`src/rtl/jtag_types_pkg.sv`:
```
// Shared JTAG opcodes and DR select encoding
// for the TAP instruction/data register file.
package jtag_types_pkg;

   parameter int IR_W = 5;

   localparam logic [IR_W-1:0] OP_IDCODE  = IR_W'(1);
   localparam logic [IR_W-1:0] OP_USER    = IR_W'(2);
   localparam logic [IR_W-1:0] OP_BYPASS  = '1;
   localparam logic [IR_W-1:0] IR_CAPTURE = IR_W'(1);

   typedef enum logic [1:0] {
      DR_BYPASS,
      DR_IDCODE,
      DR_USER
   } dr_sel_e;

endpackage

```
`src/rtl/jtag_shift_reg.sv`:
```
// Capture/shift/hold register: parallel-in,
// serial-in at MSB, LSB-out.
module jtag_shift_reg #(
   parameter int          W       = 8,
   parameter logic [W-1:0] RST_VAL = '0
) (
   input  logic         TCK,
   input  logic         TRST,
   input  logic         capture,
   input  logic         shift,
   input  logic         tdi,
   input  logic [W-1:0] pdata,
   output logic [W-1:0] q
);

   always_ff @(posedge TCK or negedge TRST) begin
      if (!TRST)
         q <= RST_VAL;
      else if (capture)
         q <= pdata;
      else if (shift)
         q <= W'({tdi, q} >> 1);
   end

endmodule

```
`src/rtl/tap_ir_dr.sv`:
```
// TAP instruction/data registers: IR, BYPASS,
// IDCODE and USER DR with negedge TDO.
module tap_ir_dr
   import jtag_types_pkg::*;
#(
   parameter int          IR_WIDTH   = 5,
   parameter logic [31:0] IDCODE_VAL = 32'h1000_0FFF,
   parameter int          USER_W     = 32
) (
   input  logic                TCK,
   input  logic                TRST,
   input  logic                TDI,
   input  logic                tap_reset,
   input  logic                ir_capture,
   input  logic                ir_shift,
   input  logic                ir_update,
   input  logic                dr_capture,
   input  logic                dr_shift,
   input  logic                dr_update,
   input  logic [USER_W-1:0]   user_cap_data,
   output logic                TDO,
   output logic                tdo_en,
   output logic [IR_WIDTH-1:0] instr,
   output logic [USER_W-1:0]   user_upd_data,
   output logic                user_upd_pulse
);

   localparam logic [IR_WIDTH-1:0] I_IDCODE = IR_WIDTH'(OP_IDCODE);
   localparam logic [IR_WIDTH-1:0] I_USER   = IR_WIDTH'(OP_USER);
   localparam logic [IR_WIDTH-1:0] I_BYPASS = {IR_WIDTH{OP_BYPASS[0]}};
   localparam logic [IR_WIDTH-1:0] I_CAP    = IR_WIDTH'(IR_CAPTURE);

   logic [IR_WIDTH-1:0] ir_sr;
   logic [31:0]         idcode_sr;
   logic [USER_W-1:0]   user_sr;
   logic                bypass_sr;
   dr_sel_e             sel;
   logic                dr_so;
   logic                unused_id;

   assign unused_id = ^idcode_sr[31:1];

   always_comb begin
      sel = DR_BYPASS;
      unique case (1'b1)
         (instr == I_IDCODE): sel = DR_IDCODE;
         (instr == I_USER):   sel = DR_USER;
         (instr == I_BYPASS): sel = DR_BYPASS;
         default:             sel = DR_BYPASS;
      endcase
   end

   jtag_shift_reg #(.W(IR_WIDTH), .RST_VAL(I_CAP)) u_ir (
      .TCK     (TCK),
      .TRST    (TRST),
      .capture (ir_capture),
      .shift   (ir_shift),
      .tdi     (TDI),
      .pdata   (I_CAP),
      .q       (ir_sr)
   );

   jtag_shift_reg #(.W(32), .RST_VAL(IDCODE_VAL)) u_idcode (
      .TCK     (TCK),
      .TRST    (TRST),
      .capture (dr_capture && sel == DR_IDCODE),
      .shift   (dr_shift && sel == DR_IDCODE),
      .tdi     (TDI),
      .pdata   (IDCODE_VAL),
      .q       (idcode_sr)
   );

   jtag_shift_reg #(.W(USER_W), .RST_VAL('0)) u_user (
      .TCK     (TCK),
      .TRST    (TRST),
      .capture (dr_capture && sel == DR_USER),
      .shift   (dr_shift && sel == DR_USER),
      .tdi     (TDI),
      .pdata   (user_cap_data),
      .q       (user_sr)
   );

   always_ff @(posedge TCK or negedge TRST) begin
      if (!TRST)
         bypass_sr <= 1'b0;
      else if (dr_capture && sel == DR_BYPASS)
         bypass_sr <= 1'b0;
      else if (dr_shift && sel == DR_BYPASS)
         bypass_sr <= TDI;
   end

   always_comb begin
      dr_so = bypass_sr;
      unique case (sel)
         DR_IDCODE: dr_so = idcode_sr[0];
         DR_USER:   dr_so = user_sr[0];
         default:   dr_so = bypass_sr;
      endcase
   end

   // tap_reset outranks a coincident ir_update
   always_ff @(negedge TCK or negedge TRST) begin
      if (!TRST)
         instr <= I_IDCODE;
      else if (tap_reset)
         instr <= I_IDCODE;
      else if (ir_update)
         instr <= ir_sr;
   end

   always_ff @(negedge TCK or negedge TRST) begin
      if (!TRST) begin
         user_upd_data  <= '0;
         user_upd_pulse <= 1'b0;
      end else begin
         user_upd_pulse <= dr_update && instr == I_USER;
         if (dr_update && instr == I_USER)
            user_upd_data <= user_sr;
      end
   end

   always_ff @(negedge TCK or negedge TRST) begin
      if (!TRST) begin
         TDO    <= 1'b0;
         tdo_en <= 1'b0;
      end else begin
         tdo_en <= ir_shift | dr_shift;
         if (ir_shift)
            TDO <= ir_sr[0];
         else if (dr_shift)
            TDO <= dr_so;
      end
   end

endmodule

```
`config.mk`:
```
export PLATFORM = sky130hd
export DESIGN_NAME = tap_ir_dr
export DESIGN_NICKNAME = d
export VERILOG_FILES = /design/src/rtl/jtag_types_pkg.sv /design/src/rtl/jtag_shift_reg.sv /design/src/rtl/tap_ir_dr.sv
export SDC_FILE = /design/constraint.sdc
export NUM_CORES = 1
export LEC_CHECK = 0
export ABC_CLOCK_PERIOD_IN_PS = 2170
export CAP_MARGIN = 20
export CORE_UTILIZATION = 45
export DETAILED_ROUTE_END_ITERATION = 10
export PLACE_DENSITY = 0.75
export SLEW_MARGIN = 15
export SYNTH_ARGS = -nofsm -noshare
export SYNTH_HDL_FRONTEND = slang
export SYNTH_SLANG_ARGS = --single-unit
```
`constraint.sdc`:
```
create_clock -name TCK -period 2.17 [get_ports TCK]
set_input_delay 0.434 -clock TCK [delete_from_list [all_inputs] [get_ports TCK]]
set_output_delay 0.434 -clock TCK [all_outputs]
set_load 0.03 [all_outputs]
```
== After elaboration in Yosys (flattened, before gate mapping) ==
Cells that the tools add are included.

* Equality and inequality tests: 4
* Bitwise logic cells: 1
* Reductions and logical operators: 14
* Mux-type cells: 14

{| class="wikitable"
|+ Operators with widths
! kind !! count
|-
| two-way mux 32 bit || 4
|-
| two-way mux 5 bit || 4
|-
| nonzero test 2 bit || 6
|-
| logical AND 1 bit || 7
|-
| equality test 5 x 1 -> 1 bit, second input constant || 1
|-
| equality test 5 x 2 -> 1 bit, second input constant || 1
|-
| two-way mux 1 bit || 4
|-
| one-hot mux 2 bit (2 select lines) || 1
|-
| equality test 2 x 1 -> 1 bit, second input constant || 1
|-
| equality test 2 bit, second input constant || 1
|-
| zero test 2 bit || 1
|-
| one-hot mux 1 bit (2 select lines) || 1
|-
| bitwise OR 1 bit || 1
|}

* Logic and storage cells: 42
* Output and inout port bits: 40
* Input bits: 42
* Bits in registers: 110

== Depth between registers and ports, before layout ==
* Depth after elaboration: 6
* Gate-level depth with buffers: 8
* Depth with buffers taken out: 7

== Cells and area by module ==
Synthesis repeated with hierarchy kept, for this count alone.

* Cell total of the unflattened synthesis: 414
* Area total of the unflattened synthesis: 5103.6 µm²

{| class="wikitable"
|+ Modules (own cells, without submodules)
! module !! instances !! cells an instance !! area an instance (µm²)
|-
| tap_ir_dr || 1 || 114 || 1820.5
|-
| jtag_shift_reg at u_idcode || 1 || 139 || 1531.5
|-
| jtag_shift_reg at u_user || 1 || 139 || 1515.2
|-
| jtag_shift_reg at u_ir || 1 || 22 || 236.5
|}

==> results.yml <==
route:
  dr.first_iter.drc_count: 140
  ant_nets: 0
  firstDrtPassIters: 4
  drc: 0
  vias: 3877
  viasPerCell: 5.29
  wirelength_um: 12300
  wl_per_cell_um: 16.8
final_layout:
  nets: 637
  multiInputGateArea_um2: 2320
  n_antenna_cell: 0
  layout-drive-gt1-share_pct: 44.7
  synthToLayoutAreaGrowth_pct: 46.8
  final_area_um2: 7270
  utilization_pct: 69.2
  ff_latch_area_um2: 2770
  final.fill_count: 722
clocking:
  cts_buffer_depth: 2
  path_clk_slew_ns: 0.10
  htreeDepth: 3
  numCtsBuffers: 9
  cts_sinks: 110
  cts-root-buf: "clkbuf_8"
  cts_tree: "built"
  clkLatencyLatePin_ns: 0.41
logic_synthesis:
  synth_area_um2: 4950
  syn_inst: 440
  yosysWarningCount: 0
  synth_ff_type: "dfrtp_1"
  ys_seq_area_share_pct: 56.0
  synth_edf_count: 0
  synth_nets: 485
  synth-seq-cells: 110
  async_flop_share_pct: 100
  syn_avg_cell_area_um2: 11.3
  ys_types: 31
sta:
  slew_violations: 0
  setup_violations: 106
  fin_ws_ns: -0.580
  slew_headroom_pct: 70.0
  hold_ws_ns: 0.470
  hold_viol_final: 0
  worst_pin_slew_ns: 0.450
  skew_ns: 0.0614
  rsz0062_at_grt: "yes"
worst_setup_path:
  rrSetupSlack_ns: -0.58
  crit_start: "instr[3]$_DFFE_NN0P_"
  end_kind: "flip-flop"
  reg2reg_from: "instr[3]$_DFFE_NN0P_"
  cp.required_ns: 2.44
  ff2ff_path_depth: 7
  r2r-end: "u_user.q[5]$_DFFE_PN0P_"
  crit_end: "u_user.q[5]$_DFFE_PN0P_"
  worst-setup-path-type: "reg -> reg"
  start_kind: "flip-flop"
  cp.arrival_ns: 3.02
  critPathMaxFanout: 22
placed_design:
  post_dp_cell_area_um2: 6010
  port-buffer-count: 81
  post-dp-hpwl_um: 6890
  place.gp.congestion: 0.734
worst_hold_path:
  min_path_type: "reg -> reg"
floorplan:
  ios: 82
  core-area_um2: 10500
  die_y_um: 107
  die_area_um2: 11400
  start_util_pct: 47.1
  die_w_um: 107
  num_rows: 37
pwr:
  irDropWorstVdd_mv: 0.337
  p_leak_uw: 0.00361
  powerDensity_nw_per_um2: 558
outcome:
  failed_checks: "negative setup slack"
  status: "finished, violations left"
global_route:
  grt_first_pass_wirelength_um: 18500
  first_global_vias: 3742
  grt_overflow: 0
  grt_util_all_layers_pct: 20.7
  antenna_found_initial: 0
  grt_max_degree: 36
flow_run:
  max-cap-violations: 0
==> flip-flops by register name, indices dropped and copies added (netlist names) <==
signal,cells
u_idcode.q,32
u_user.q,32
user_upd_data,32
instr,5
u_ir.q,5
TDO,1
bypass_sr,1
tdo_en,1
user_upd_pulse,1
==> per-stage QoR <==
stage	power, uW	std cells	setup WS [ns]	setup TNS [ns]
6_report	4060	733	-0.580	-46.06
5_1_grt	4220	733	-0.653	-52.40
4_1_cts	3930	717	-0.547	-44.63
3_5_place_dp	2680	659	-0.734	-60.33
3_3_place_gp	2670	659	-0.729	-58.39
2_1_floorplan	2470	440	-0.618	-45.38
==> worst min path at each step <==
stage | slack (ns) | endpoint | startpoint | cells past startpoint
final | 0.47 | u_idcode.q[28]$_DFFE_PN1P_ | u_idcode.q[28]$_DFFE_PN1P_ | 2
after global routing | 0.50 | u_idcode.q[3]$_DFFE_PN1P_ | u_idcode.q[3]$_DFFE_PN1P_ | 2
after CTS | 0.46 | u_idcode.q[1]$_DFFE_PN1P_ | dr_capture | 3
after detailed placement | 0.34 | u_user.q[0]$_DFFE_PN0P_ | TRST | 1
after global placement | 0.34 | u_user.q[0]$_DFFE_PN0P_ | TRST | 1
after floorplan | 0.14 | bypass_sr$_DFFE_PN0P_ | TRST | 0
==> layer usage <==
| layer | global-route usage (%) | wire length, um | vias to the layer above | share of wire [%] |
|---|---|---|---|---|
| met5 | 0 | 0 | - | 0 |
| met4 | 7.14 | 277 | 0 | 2.2 |
| met3 | 3.34 | 523 | 25 | 4.2 |
| met2 | 34.1 | 6150 | 114 | 50 |
| met1 | 27.7 | 5370 | 1935 | 44 |
| li1 | - | - | 1803 | - |
==> cells in the mapped netlist (8+ instances only) <==
master    count  share of area, %
nand2_1      93               7.0
dfrtp_1      56                28
dfrtn_1      39                20
a22o_1       34               6.0
nand3b_1     30               4.5
o21ai_0      30               3.0
mux2_4       29               8.8
nor2_1       22               1.7
nand2b_1     19               2.4
buf_2        15               1.5
clkbuf_1     15               1.1
dfstp_2      15               8.0
mux2i_1       8               1.6
==> timing repair <==
action / in CTS / in global routing
buffers inserted: 37 / 15
gates cloned: 6 / 5
hold buffers: 1 / 0
pin swaps: 15 / 41
gates resized for setup: 108 / 68
endpoints found under the hold margin: 2 / 0
endpoints found under the setup margin: 143 / 126
==> critical path, cell delays in order, from the launching register on <==
cell     delay, ns
dfrtn_1       0.48
nor3_4        0.07
and3b_2       0.25
inv_2         0.09
ha_4          0.18
o21ai_4       0.09
buf_12        0.18
a22o_1        0.23
==> cell families (layout without fill, tap and decap cells) <==
logic type / after synthesis / in the layout / share of synthesized area (%)
AND/OR/NAND/NOR: 172 / 172 / 17.0
adder cells (fa/ha/maj): 3 / 3 / 0.758
buffers and inverters: 40 / 196 / 4.55
flip-flops: 110 / 110 / 56.0
AO/OA/AOI/OAI: 75 / 76 / 10.7
multiplexers: 40 / 40 / 11.1
==> report_power, final <==
| part | switching (uW) | internal (uW) |
|---|---|---|
| combinational | 322 | 314 |
| sequential | 72.4 | 2170 |
| clock | 735 | 442 |
==> cell type report <==
class | instances | share of cell area (%)
clock buffer | 10 | 1.76
clock inverter | 7 | 0.792
inverter | 5 | 0.258
multi-input combinational | 291 | 31.9
sequential | 110 | 38.1
tap | 136 | 2.34
timing repair buffer | 174 | 24.9
==> cell usage in the layout, fill, tap and decap left out, types with 3 or more instances in the layout <==
| master | n |
|---|---|
| nand2_2 | 14 |
| clkbuf_8 | 9 |
| buf_4 | 68 |
| dfrtn_1 | 39 |
| buf_12 | 9 |
| nand2_1 | 60 |
| clkbuf_16 | 4 |
| clkdlybuf4s50_1 | 36 |
| o21ai_2 | 23 |
| mux2_4 | 32 |
| inv_1 | 4 |
| nor2_1 | 22 |
| nand2_4 | 19 |
| o21ai_1 | 8 |
| mux2i_1 | 8 |
| nand3b_1 | 30 |
| a22o_1 | 34 |
| buf_6 | 51 |
| o21ai_4 | 4 |
| dfrtp_1 | 56 |
| nor2b_1 | 3 |
| nand2b_1 | 19 |
| dfstp_2 | 15 |
No activity file was read; power rests on OpenSTA's default activity.
